**src/rtl/game_pkg.sv**
```systemverilog
// Shared game-level types and screen geometry for the sequencer and the
// doodle/platform datapaths.
package game_pkg;

    typedef enum logic [1:0] {
        IDLE   = 2'd0,
        PLAY   = 2'd1,
        SCROLL = 2'd2,
        OVER   = 2'd3
    } game_state_t;

    localparam int SCREEN_W = 1024;
    localparam int SCREEN_H = 768;
    localparam int SPRITE_H = 80;

    localparam int Y_W     = 10;
    localparam int DX_W    = 9;
    localparam int SCORE_W = 16;

endpackage

```
**src/rtl/game_controller_frame_tick_gen.sv**
```systemverilog
// Free-running frame pacer: one-cycle pulse every CLK/FPS clock cycles.
// Also used by the renderer, so it carries no game-specific logic.
module frame_tick_gen #(
    parameter int CLK = 50000000,
    parameter int FPS = 50
) (
    input  logic clk,
    input  logic rst,
    output logic frame_tick
);

    localparam int PERIOD = CLK / FPS;
    localparam int CNT_W  = (PERIOD > 1) ? $clog2(PERIOD) : 1;
    localparam logic [CNT_W-1:0] LAST = CNT_W'(PERIOD - 1);

    logic [CNT_W-1:0] cnt_q;
    logic [CNT_W-1:0] cnt_d;

    // Count 0..PERIOD-1 and wrap.
    always_comb begin
        cnt_d = cnt_q + 1'b1;
        if (cnt_q == LAST) begin
            cnt_d = '0;
        end
    end

    // Counter register.
    always_ff @(posedge clk) begin
        if (rst) begin
            cnt_q <= '0;
        end else begin
            cnt_q <= cnt_d;
        end
    end

    assign frame_tick = (cnt_q == LAST);

endmodule

```
**src/rtl/game_controller.sv**
```systemverilog
// Game sequencer: paces the game with frame ticks, runs IDLE/PLAY/SCROLL/OVER,
// issues camera scroll commands and keeps a saturating score.
module game_controller
    import game_pkg::*;
#(
    parameter int CLK         = 50000000,
    parameter int FPS         = 50,
    parameter int SCROLL_LINE = 300,
    parameter int FLOOR_Y     = 688,
    parameter int OVER_FRAMES = 100
) (
    input  logic        clk,
    input  logic        rst,
    input  logic [8:0]  delta_x,
    input  logic [9:0]  doodle_y,
    output logic        frame_tick,
    output logic        playing,
    output logic        scroll_valid,
    output logic [9:0]  scroll_amount,
    output logic [15:0] score,
    output logic        game_over,
    output logic        soft_rst
);

    localparam logic [Y_W-1:0] SCROLL_Y = Y_W'(SCROLL_LINE);
    localparam logic [Y_W-1:0] FLOOR_V  = Y_W'(FLOOR_Y);
    localparam int OVC_W = $clog2(OVER_FRAMES + 2);
    localparam logic [OVC_W-1:0] OVC_MAX    = '1;
    localparam logic [OVC_W-1:0] OVC_TARGET = OVC_W'(OVER_FRAMES);

    game_state_t          state_q, state_d;
    logic [OVC_W-1:0]     over_cnt_q, over_cnt_d;
    logic [OVC_W-1:0]     over_cnt_inc;
    logic [SCORE_W-1:0]   score_q, score_d;
    logic [Y_W-1:0]       amt_q, amt_d;
    logic                 playing_q, playing_d;
    logic                 scroll_valid_q, scroll_valid_d;
    logic                 game_over_q, game_over_d;
    logic                 soft_rst_q, soft_rst_d;
    logic                 tick;
    logic                 active;

    // Score accumulates in 17 bits and clamps at the 16-bit ceiling.
    function automatic logic [SCORE_W-1:0] sat_add(input logic [SCORE_W-1:0] a,
                                                   input logic [Y_W-1:0] b);
        logic [SCORE_W:0] sum;
        sum = {1'b0, a} + {{(SCORE_W + 1 - Y_W){1'b0}}, b};
        return sum[SCORE_W] ? {SCORE_W{1'b1}} : sum[SCORE_W-1:0];
    endfunction

    frame_tick_gen #(
        .CLK (CLK),
        .FPS (FPS)
    ) u_tick (
        .clk        (clk),
        .rst        (rst),
        .frame_tick (tick)
    );

    assign active       = (delta_x != '0);
    assign over_cnt_inc = (over_cnt_q == OVC_MAX) ? over_cnt_q : over_cnt_q + 1'b1;

    // Next-state logic; outputs are derived from the next state so they are
    // registered and line up with the state they describe.
    always_comb begin
        state_d    = state_q;
        over_cnt_d = over_cnt_q;
        score_d    = score_q;
        amt_d      = amt_q;
        soft_rst_d = 1'b0;

        case (state_q)
            IDLE: begin
                if (tick && active) begin
                    state_d = PLAY;
                end
            end
            PLAY: begin
                if (tick) begin
                    if (doodle_y >= FLOOR_V) begin
                        state_d    = OVER;
                        over_cnt_d = '0;
                    end else if (doodle_y < SCROLL_Y) begin
                        // The compare guarantees this never underflows.
                        state_d = SCROLL;
                        amt_d   = SCROLL_Y - doodle_y;
                        score_d = sat_add(score_q, SCROLL_Y - doodle_y);
                    end
                end
            end
            SCROLL: begin
                // Single-cycle state; the tick period is far longer, so no tick is missed.
                state_d = PLAY;
            end
            OVER: begin
                if (tick) begin
                    over_cnt_d = over_cnt_inc;
                    if ((over_cnt_inc >= OVC_TARGET) && active) begin
                        state_d    = IDLE;
                        over_cnt_d = '0;
                        score_d    = '0;
                        soft_rst_d = 1'b1;
                    end
                end
            end
            default: begin
                state_d = IDLE;
            end
        endcase

        playing_d      = (state_d == PLAY) || (state_d == SCROLL);
        scroll_valid_d = (state_d == SCROLL);
        game_over_d    = (state_d == OVER);
    end

    // State and output registers; reset clears everything, including the score.
    always_ff @(posedge clk) begin
        if (rst) begin
            state_q        <= IDLE;
            over_cnt_q     <= '0;
            score_q        <= '0;
            amt_q          <= '0;
            playing_q      <= 1'b0;
            scroll_valid_q <= 1'b0;
            game_over_q    <= 1'b0;
            soft_rst_q     <= 1'b0;
        end else begin
            state_q        <= state_d;
            over_cnt_q     <= over_cnt_d;
            score_q        <= score_d;
            amt_q          <= amt_d;
            playing_q      <= playing_d;
            scroll_valid_q <= scroll_valid_d;
            game_over_q    <= game_over_d;
            soft_rst_q     <= soft_rst_d;
        end
    end

    assign frame_tick    = tick;
    assign playing       = playing_q;
    assign scroll_valid  = scroll_valid_q;
    assign scroll_amount = amt_q;
    assign score         = score_q;
    assign game_over     = game_over_q;
    assign soft_rst      = soft_rst_q;

endmodule

```
**config.mk**
```make
export PLATFORM = sky130hd
export DESIGN_NAME = game_controller
export DESIGN_NICKNAME = d
export VERILOG_FILES = /design/src/rtl/game_pkg.sv /design/src/rtl/game_controller_frame_tick_gen.sv /design/src/rtl/game_controller.sv
export SDC_FILE = /design/constraint.sdc
export NUM_CORES = 1
export LEC_CHECK = 0
export ABC_AREA = 1
export CORE_MARGIN = 2
export CORE_UTILIZATION = 45
export CTS_BUF_LIST = sky130_fd_sc_hd__clkbuf_8
export CTS_CLUSTER_SIZE = 28
export DETAILED_ROUTE_END_ITERATION = 10
export GPL_TIMING_DRIVEN = 0
export HOLD_SLACK_MARGIN = 0.03
export PLACE_DENSITY = 0.74
export SETUP_SLACK_MARGIN = 0.4
export SKIP_LAST_GASP = 1
export SYNTH_ARGS = -nofsm -noshare
export SYNTH_HDL_FRONTEND = slang
export SYNTH_SLANG_ARGS = --single-unit
```
**constraint.sdc**
```tcl
create_clock -name clk -period 3.5 [get_ports clk]
set_clock_uncertainty 0.05 [all_clocks]
set_input_delay 0.525 -clock clk [delete_from_list [all_inputs] [get_ports clk]]
set_output_delay 0.525 -clock clk [all_outputs]
set_load 0.05 [all_outputs]
```
==> qor.csv, run 1 <==
stage,metric,value,unit
outcome,status,finished clean,
timing,tns,0,ps
place,dp_hpwl,6810,um
clock_network,insertion_delay,340,ps
cells_and_area,num-nets-final,672,
hold_path,min_path_type,reg2reg,
drt,via_count,3764,
drt,drc,0,
timing,max_slew_margin,52.7,%
synthesis,yosys.area.top_type,dfxtp_1,
pwr,finalPower,1.46,mW
drt,via_per_inst,5.06,
synthesis,ys_warn_count,0,
drt,finalWirelength,9150,um
clock_network,clock_tree.root_cell,clkbuf_8,
worst_setup_path,cp.required,3650,ps
place,placed_cells,729,
synthesis,synth-edff-count,0,
drt,wire_per_inst,12.3,um
pwr,p_leak,1.99,nW
drt,ant_nets,0,
synthesis,synth.cell_area,3690,um2
timing,finalCritPeriodShare,84.9,%
timing,rsz0062_at_grt,false,
floorplanning,dieArea,8940,um2
cells_and_area,drive_above_1_share,9.55,%
cells_and_area,multi_input_area,2240,um2
worst_setup_path,start_kind,input pin,
synthesis,synth_ff_type,dfxtp_1,
timing,finalHoldWorstSlack,414,ps
clock_network,clkTransAtPathRegs,70,ps
grt,first_global_vias,3437,
worst_setup_path,cp.arrival,3120,ps
clock_network,clk_path_buf_depth,2,
floorplanning,start_util,45.6,%
cells_and_area,final-seq-area,1180,um2
cells_and_area,fillers,814,
synthesis,synthCells,573,
place,place.port_buffers,51,
timing,worst_pin_slew,710,ps
grt,antenna_found_initial,0,
floorplanning,die_x,94.5,um
synthesis,yosys.cell_types.count,33,
clock_network,clock_sinks,59,
drt,drt_first_iter_violations,148,
synthesis,synth.most_common_cell,nand2_1,
worst_setup_path,crit_slowest_cell,clkdlybuf4s50_1,
worst_setup_path,r2r-start,over_cnt_q[0],
cells_and_area,final_core_util,57.1,%
timing,slew_violations,0,
synthesis,synthArstFlopShare,0,%
worst_setup_path,critPathMaxStageDelay,520,ps
worst_setup_path,worst-r2r-setup-slack,1120,ps
synthesis,syn_nets,609,
worst_setup_path,crit_path_max_fanout,10,
timing,fin_ws,527,ps
clock_network,cts_tree,yes,
timing,hold_violations,0,
worst_setup_path,end_kind,register,
hold_path,hold-path-endpoint,u_tick.cnt_q[0],
cells_and_area,instances_no_fill,744,
synthesis,synth_seq_cells,59,
place,gp_congestion,0.947,
floorplanning,die_h,94.5,um
worst_setup_path,timing.rr.end,playing,
synthesis,ys_top_cells_by_area,"dfxtp_1, nand2_1, nor2_1",
cells_and_area,n_antenna_cell,0,
pwr,vdd_drop_max,0.215,mV
grt,grt_max_degree,11,
hold_path,hp-start,u_tick.cnt_q[0],
cells_and_area,syn_to_final_growth,25.2,%
pwr,power_density,317,nW/um2
worst_setup_path,crit_chain,clkdlybuf4s50_1 -> nor2_2 -> o21bai_4 -> a21oi_1 -> a21oi_1 -> xor2_1 -> ha_1 -> inv_1 -> o21bai_2 -> nand3_1 -> nand3_2 -> nand2_2 -> buf_6 -> nand3_1 -> nand2_1 -> a21oi_2,
synthesis,yosysTopAreaCellShare,32.0,%
synthesis,ys_seq_area_share,32.0,%
clock_network,postCtsHoldBufs,0,
timing,timing.fmax,0.336,GHz
clock_network,cts_buffers,9,
hold_path,holdPathStages,1,
worst_setup_path,crit_type,in2reg,
worst_setup_path,r2r_cells,12,
timing,setup_viol,0,
floorplanning,core,8090,um2
floorplanning,boundaryPins,52,
place,placed_area,4330,um2
drt,drt_first_pass_iters,5,
place,pre_cts_ws,-299,ps
grt,grt_remaining_overflow,0,
synthesis,yosys-top-cells-count,"nand2_1, nor2_1, inv_1",
grt,grt_pass1_wl,15200,um
timing,finalCriticalPeriod,2970,ps
clock_network,htreeDepth,3,
job,maxCapViolations,0,
synthesis,postSynthAreaPerCell,6.44,um2
grt,grt_usage,21.3,%
cells_and_area,finalInstanceArea,4620,um2
floorplanning,rows,33,
-- layout make-up --
cell class / count / area share, %
clock buffer: 12 / 3.58
sequential: 59 / 25.6
tap: 105 / 2.84
clock inverter: 2 / 0.758
multi-input combinational: 433 / 48.5
inverter: 67 / 5.44
buffer: 14 / 1.98
timing repair buffer: 52 / 11.3
-- sequential cells by signal, indices dropped and copies added, names as in the netlist --
register,flops
u_tick.cnt_q,20
playing,1
soft_rst,1
scroll_amount,10
state_q,2
game_over,1
score,16
scroll_valid,1
over_cnt_q,7
-- worst max-delay path by stage --
| stage | from | to | slack [ps] | cells after the start |
|---|---|---|---|---|
| 2_1_floorplan | doodle_y[0] | score[11] | 850 | 18 |
| 3_3_place_gp | doodle_y[0] | score[15] | -200 | 17 |
| 3_5_place_dp | doodle_y[0] | score[15] | -300 | 17 |
| 4_1_cts | doodle_y[2] | score[11] | 410 | 16 |
| 5_1_grt | doodle_y[1] | score[2] | 370 | 16 |
| 6_report | doodle_y[1] | score[11] | 530 | 16 |
-- what timing repair did --
item,in CTS,in global routing
gates cloned,0,0
setup endpoints to repair,15,16
pin swaps,2,6
setup buffers,0,1
resized for setup,5,15
-- routing by layer --
metal  vias to the layer above  global-route usage, %  wire [um]
met2                        87                   33.1       3970
met3                        15                   4.15        429
met5                         -                      0          0
met4                         0                   8.21        170
met1                      1701                   29.1       4580
li1                       1961                      -          -
-- logic make-up (layout without fill, tap and decap cells) --
group / Yosys count / in the layout / share of synthesized area, %
AOI/OAI and AO/OA: 73 / 73 / 10.7
xor gates and xnor gates: 18 / 18 / 4.27
adders and majority gates: 15 / 15 / 5.29
buffers and inverters: 81 / 147 / 9.12
DFF: 59 / 59 / 32.0
and+or+nand+nor: 327 / 327 / 38.6
-- where the power goes --
part | switching (mW) | internal (mW)
logic | 0.0812 | 0.0581
clock network | 0.269 | 0.378
registers | 0.00267 | 0.674
total | 0.353 | 1.11
-- critical path, delay by kind of cell --
| kind | cells | cell delay (ps) |
|---|---|---|
| XOR/XNOR | 1 | 290 |
| adder cells (fa/ha/maj) | 1 | 340 |
| AO/OA/AOI/OAI | 5 | 580 |
| AND/OR/NAND/NOR | 6 | 570 |
| buffers and inverters | 3 | 810 |
-- cell usage in the layout, fill, tap and decap left out, types with 2 or more instances in the layout --
cell / Yosys / final
nor2_2: 3 / 6
and2_1: 3 / 3
nand3b_1: 2 / 2
ha_4: 0 / 2
buf_4: 1 / 2
inv_1: 65 / 65
buf_6: 3 / 4
a21oi_1: 37 / 37
nand4_1: 14 / 14
a21oi_2: 4 / 4
clkdlybuf4s50_1: 0 / 48
dlymetal6s2s_1: 0 / 2
o21ai_0: 27 / 26
or2_2: 6 / 6
dfxtp_1: 59 / 59
nor2_1: 82 / 79
nand2_1: 152 / 149
clkbuf_1: 5 / 5
ha_1: 14 / 12
xnor2_1: 7 / 7
nor3_1: 15 / 15
buf_2: 4 / 3
nand2_2: 6 / 9
clkbuf_8: 0 / 12
nand3_1: 39 / 38
inv_2: 2 / 2
xor2_1: 11 / 10
o21a_1: 2 / 2
No activity file was read; power rests on OpenSTA's default activity.
==> inputs of run 2 (changes only) <==
Settings changed: PLACE_DENSITY 0.74 to 0.76.
Clock period 3.5 ns to 2.7 ns, I/O delays scaled along.
==> run 2 against run 1 <==
Register-to-register slack got worse by 620 ps. Final cell count increased by 2.0%. Non-clock buffer count increased by 13. Routed wire length increased by 8.2%. Sequential power increased by 29%. Clock power increased by 54%. Highest routed layer unchanged.
==> qor.csv, run 2 (synthesis gave the netlist of run 1 again) <==
stage,metric,value,unit,change
outcome,status,finished clean,,
worst_setup_path,critPathMaxStageDelay,370,ps,-150 ps
cells_and_area,n_antenna_cell,0,,unchanged
hold_path,hp-start,doodle_y[0],,
pwr,sw_frac_of_total,23.5,%,-0.59 points
floorplanning,die_h,94.5,um,unchanged
clock_network,clk_path_buf_depth,2,,unchanged
pwr,comb_power_share,10.7,%,+1.2 points
worst_setup_path,critPathTopFamily,simple AND/OR/NAND/NOR gates,,
pwr,p_leak,2.14,nW,+7.4%
grt,grt_usage,23.2,%,+1.9 points
floorplanning,boundaryPins,52,,unchanged
cells_and_area,layout_common_cells,"nand2_1, nor2_1, inv_1, dfxtp_1, clkdlybuf4s50_1",,
cells_and_area,largest_reg_flops,20,,unchanged
clock_network,htreeDepth,3,,unchanged
worst_setup_path,crit_path_max_fanout,5,,-5
worst_setup_path,end_kind,register,,
cells_and_area,drive_above_1_share,18.7,%,+9.1 points
grt,first_global_vias,3639,,+5.9%
drt,ant_nets,0,,unchanged
worst_setup_path,timing.rr.end,score[6],,
floorplanning,core,8090,um2,unchanged
grt,grt_pass1_wl,16500,um,+8.9%
pwr,seqPwrFrac,41.8,%,-4.5 points
timing,setup_viol,0,,unchanged
clock_network,cts_buffers,9,,unchanged
timing,slew_violations,0,,unchanged
cells_and_area,num-nets-final,685,,+1.9%
floorplanning,dieArea,8940,um2,unchanged
cells_and_area,regMostFlops,u_tick.cnt_q,,
hold_path,hold-path-endpoint,scroll_amount[0],,
floorplanning,start_util,45.6,%,unchanged
drt,via_count,3901,,+3.6%
cells_and_area,fillers,737,,-9.5%
pwr,vdd_drop_max,0.270,mV,+25%
place,dp_hpwl,6940,um,+2.0%
clock_network,insertion_delay,350,ps,about the same
hold_path,min_path_type,in2reg,,
timing,finalCriticalPeriod,2370,ps,
pwr,p_sw,0.493,mW,+40%
timing,hold_violations,0,,unchanged
floorplanning,die_x,94.5,um,unchanged
place,placed_area,4370,um2,+0.92%
worst_setup_path,crit_type,in2reg,,
drt,wire_per_inst,13.0,um,+6.0%
pwr,power_density,419,nW/um2,+32%
worst_setup_path,cp.required,2910,ps,-740 ps
cells_and_area,final_common_cell,nand2_1,,
pwr,internal-power,1.60,mW,+44%
worst_setup_path,r2r-start,score[0],,
place,gp_congestion,0.941,,-0.65%
timing,max_slew_margin,52.2,%,-0.51 points
worst_setup_path,worst-r2r-setup-slack,500,ps,-620 ps
timing,tns,0,ps,unchanged
cells_and_area,syn_to_final_growth,35.8,%,
worst_setup_path,r2r_cells,12,,unchanged
clock_network,cts_tree,yes,,
worst_setup_path,start_kind,input pin,,
drt,drt_first_iter_violations,172,,+16%
grt,grt_remaining_overflow,0,,unchanged
clock_network,clkTransAtPathRegs,70,ps,about the same
job,maxCapViolations,0,,unchanged
worst_setup_path,crit_slowest_cell,ha_1,,
clock_network,clock_sinks,59,,unchanged
grt,antenna_found_initial,0,,unchanged
worst_setup_path,cp.arrival,2580,ps,-540 ps
worst_setup_path,cp_num_buf_inv,3,,unchanged
cells_and_area,finalInstanceArea,5010,um2,+8.4%
place,placed_cells,729,,unchanged
drt,via_per_inst,5.14,,+1.6%
drt,drt_first_pass_iters,5,,unchanged
grt,grt_max_degree,11,,unchanged
clock_network,postCtsHoldBufs,0,,unchanged
floorplanning,rows,33,,unchanged
timing,worst_pin_slew,718,ps,+7.64 ps
timing,rsz0062_at_grt,true,,
timing,finalCritPeriodShare,87.8,%,
cells_and_area,instances_no_fill,759,,+2.0%
drt,drc,0,,unchanged
hold_path,holdPathStages,3,,+2
timing,timing.fmax,0.422,GHz,
drt,finalWirelength,9890,um,+8.2%
worst_setup_path,crit_chain,dlygate4sd2_1 -> a21oi_4 -> a21oi_2 -> xor2_1 -> ha_1 -> nand2_2 -> nor2_4 -> nand3_2 -> nand3_2 -> nand2_4 -> buf_12 -> buf_8 -> nand2_2 -> nand2_1 -> a21oi_1,,
pwr,clkPwrFrac,47.5,%,+3.3 points
place,place.port_buffers,51,,unchanged
clock_network,clock_tree.root_cell,clkbuf_8,,
==> run 2: changes by cell type in the layout (fill, tap and decap cells not counted), sizes merged, moves of 2 or more <==
cell           before  now
buf                 9   28
bufinv              1    3
clkbuf             18   16
clkdlybuf4s50      48   41
dlygate4sd2         1    4
dlymetal6s2s        2    0
==> run 2: layout make-up <==
type | instances | area (um2) | share of cell area (%)
plain buffers | 14 | 95.1 | 1.90
clock buffers | 10 | 138 | 2.75
clock inverters | 6 | 104 | 2.07
inverters | 67 | 251 | 5.02
multi-input cells | 433 | 2450 | 49.0
flip-flops and latches | 59 | 1190 | 23.7
well taps | 105 | 131 | 2.62
repair buffers | 65 | 648 | 12.9
==> run 2: per-layer routing <==
| metal | track usage (%) | up-vias | wire (um) |
|---|---|---|---|
| met5 | 0 | - | 0 |
| met4 | 9.78 | 0 | 225 |
| met3 | 3.83 | 19 | 562 |
| met2 | 37.9 | 117 | 4530 |
| met1 | 30.3 | 1777 | 4570 |
| li1 | - | 1988 | - |
==> run 2: what timing repair did <==
item,CTS,global route
pin swaps,21,18
setup buffers,11,2
endpoints found under the setup margin,19,18
cloned,1,0
gates resized for setup,63,40
endpoints found under the hold margin,0,0
==> run 2: power groups by stage <==
stage	Clock, mW	Combinational [mW]	Sequential, mW
floorplan	0	0.107	0.896
global placement	0	0.166	0.897
detailed placement	0	0.169	0.897
CTS	1.01	0.201	0.877
global route	1.05	0.247	0.876
finish	0.995	0.225	0.876
==> run 2: worst register-to-register path, cell delays in order, from the launching register on <==
cell and delay (ps):
dfxtp_1 330, ha_1 240, fa_1 460, nand3_1 120, nand2_1 130, nand3_2 90
nand3_2 100, nand2_4 110, buf_12 110, buf_8 120, nand2_2 60, nand2_1 60
a21oi_1 70
==> run 2: worst max-delay path by stage <==
stage | start | end | slack [ps] | cells past startpoint
2_1_floorplan | doodle_y[0] | score[11] | 350 | 15
3_3_place_gp | doodle_y[0] | score[15] | -570 | 17
3_5_place_dp | doodle_y[0] | score[11] | -610 | 17
4_1_cts | doodle_y[5] | score[6] | 410 | 15
5_1_grt | doodle_y[3] | score[6] | 230 | 17
6_report | doodle_y[5] | score[6] | 330 | 15
==> run 2: metrics by stage <==
stage	worst slack, ps	utilization [%]	power, mW	hold WS (ps)
6_report	329	61.9	2.10	297
5_1_grt	225	61.9	2.17	319
4_1_cts	408	59.9	2.09	323
3_5_place_dp	-607	54.0	1.07	404
3_3_place_gp	-572	54.0	1.06	394
2_1_floorplan	350	-	1.00	380
==> inputs of run 3 (changes only) <==
Settings changed: SLEW_MARGIN set to 25.
==> results of run 3 <==
The final DEF is identical to that of run 2; final timing and power are the same.
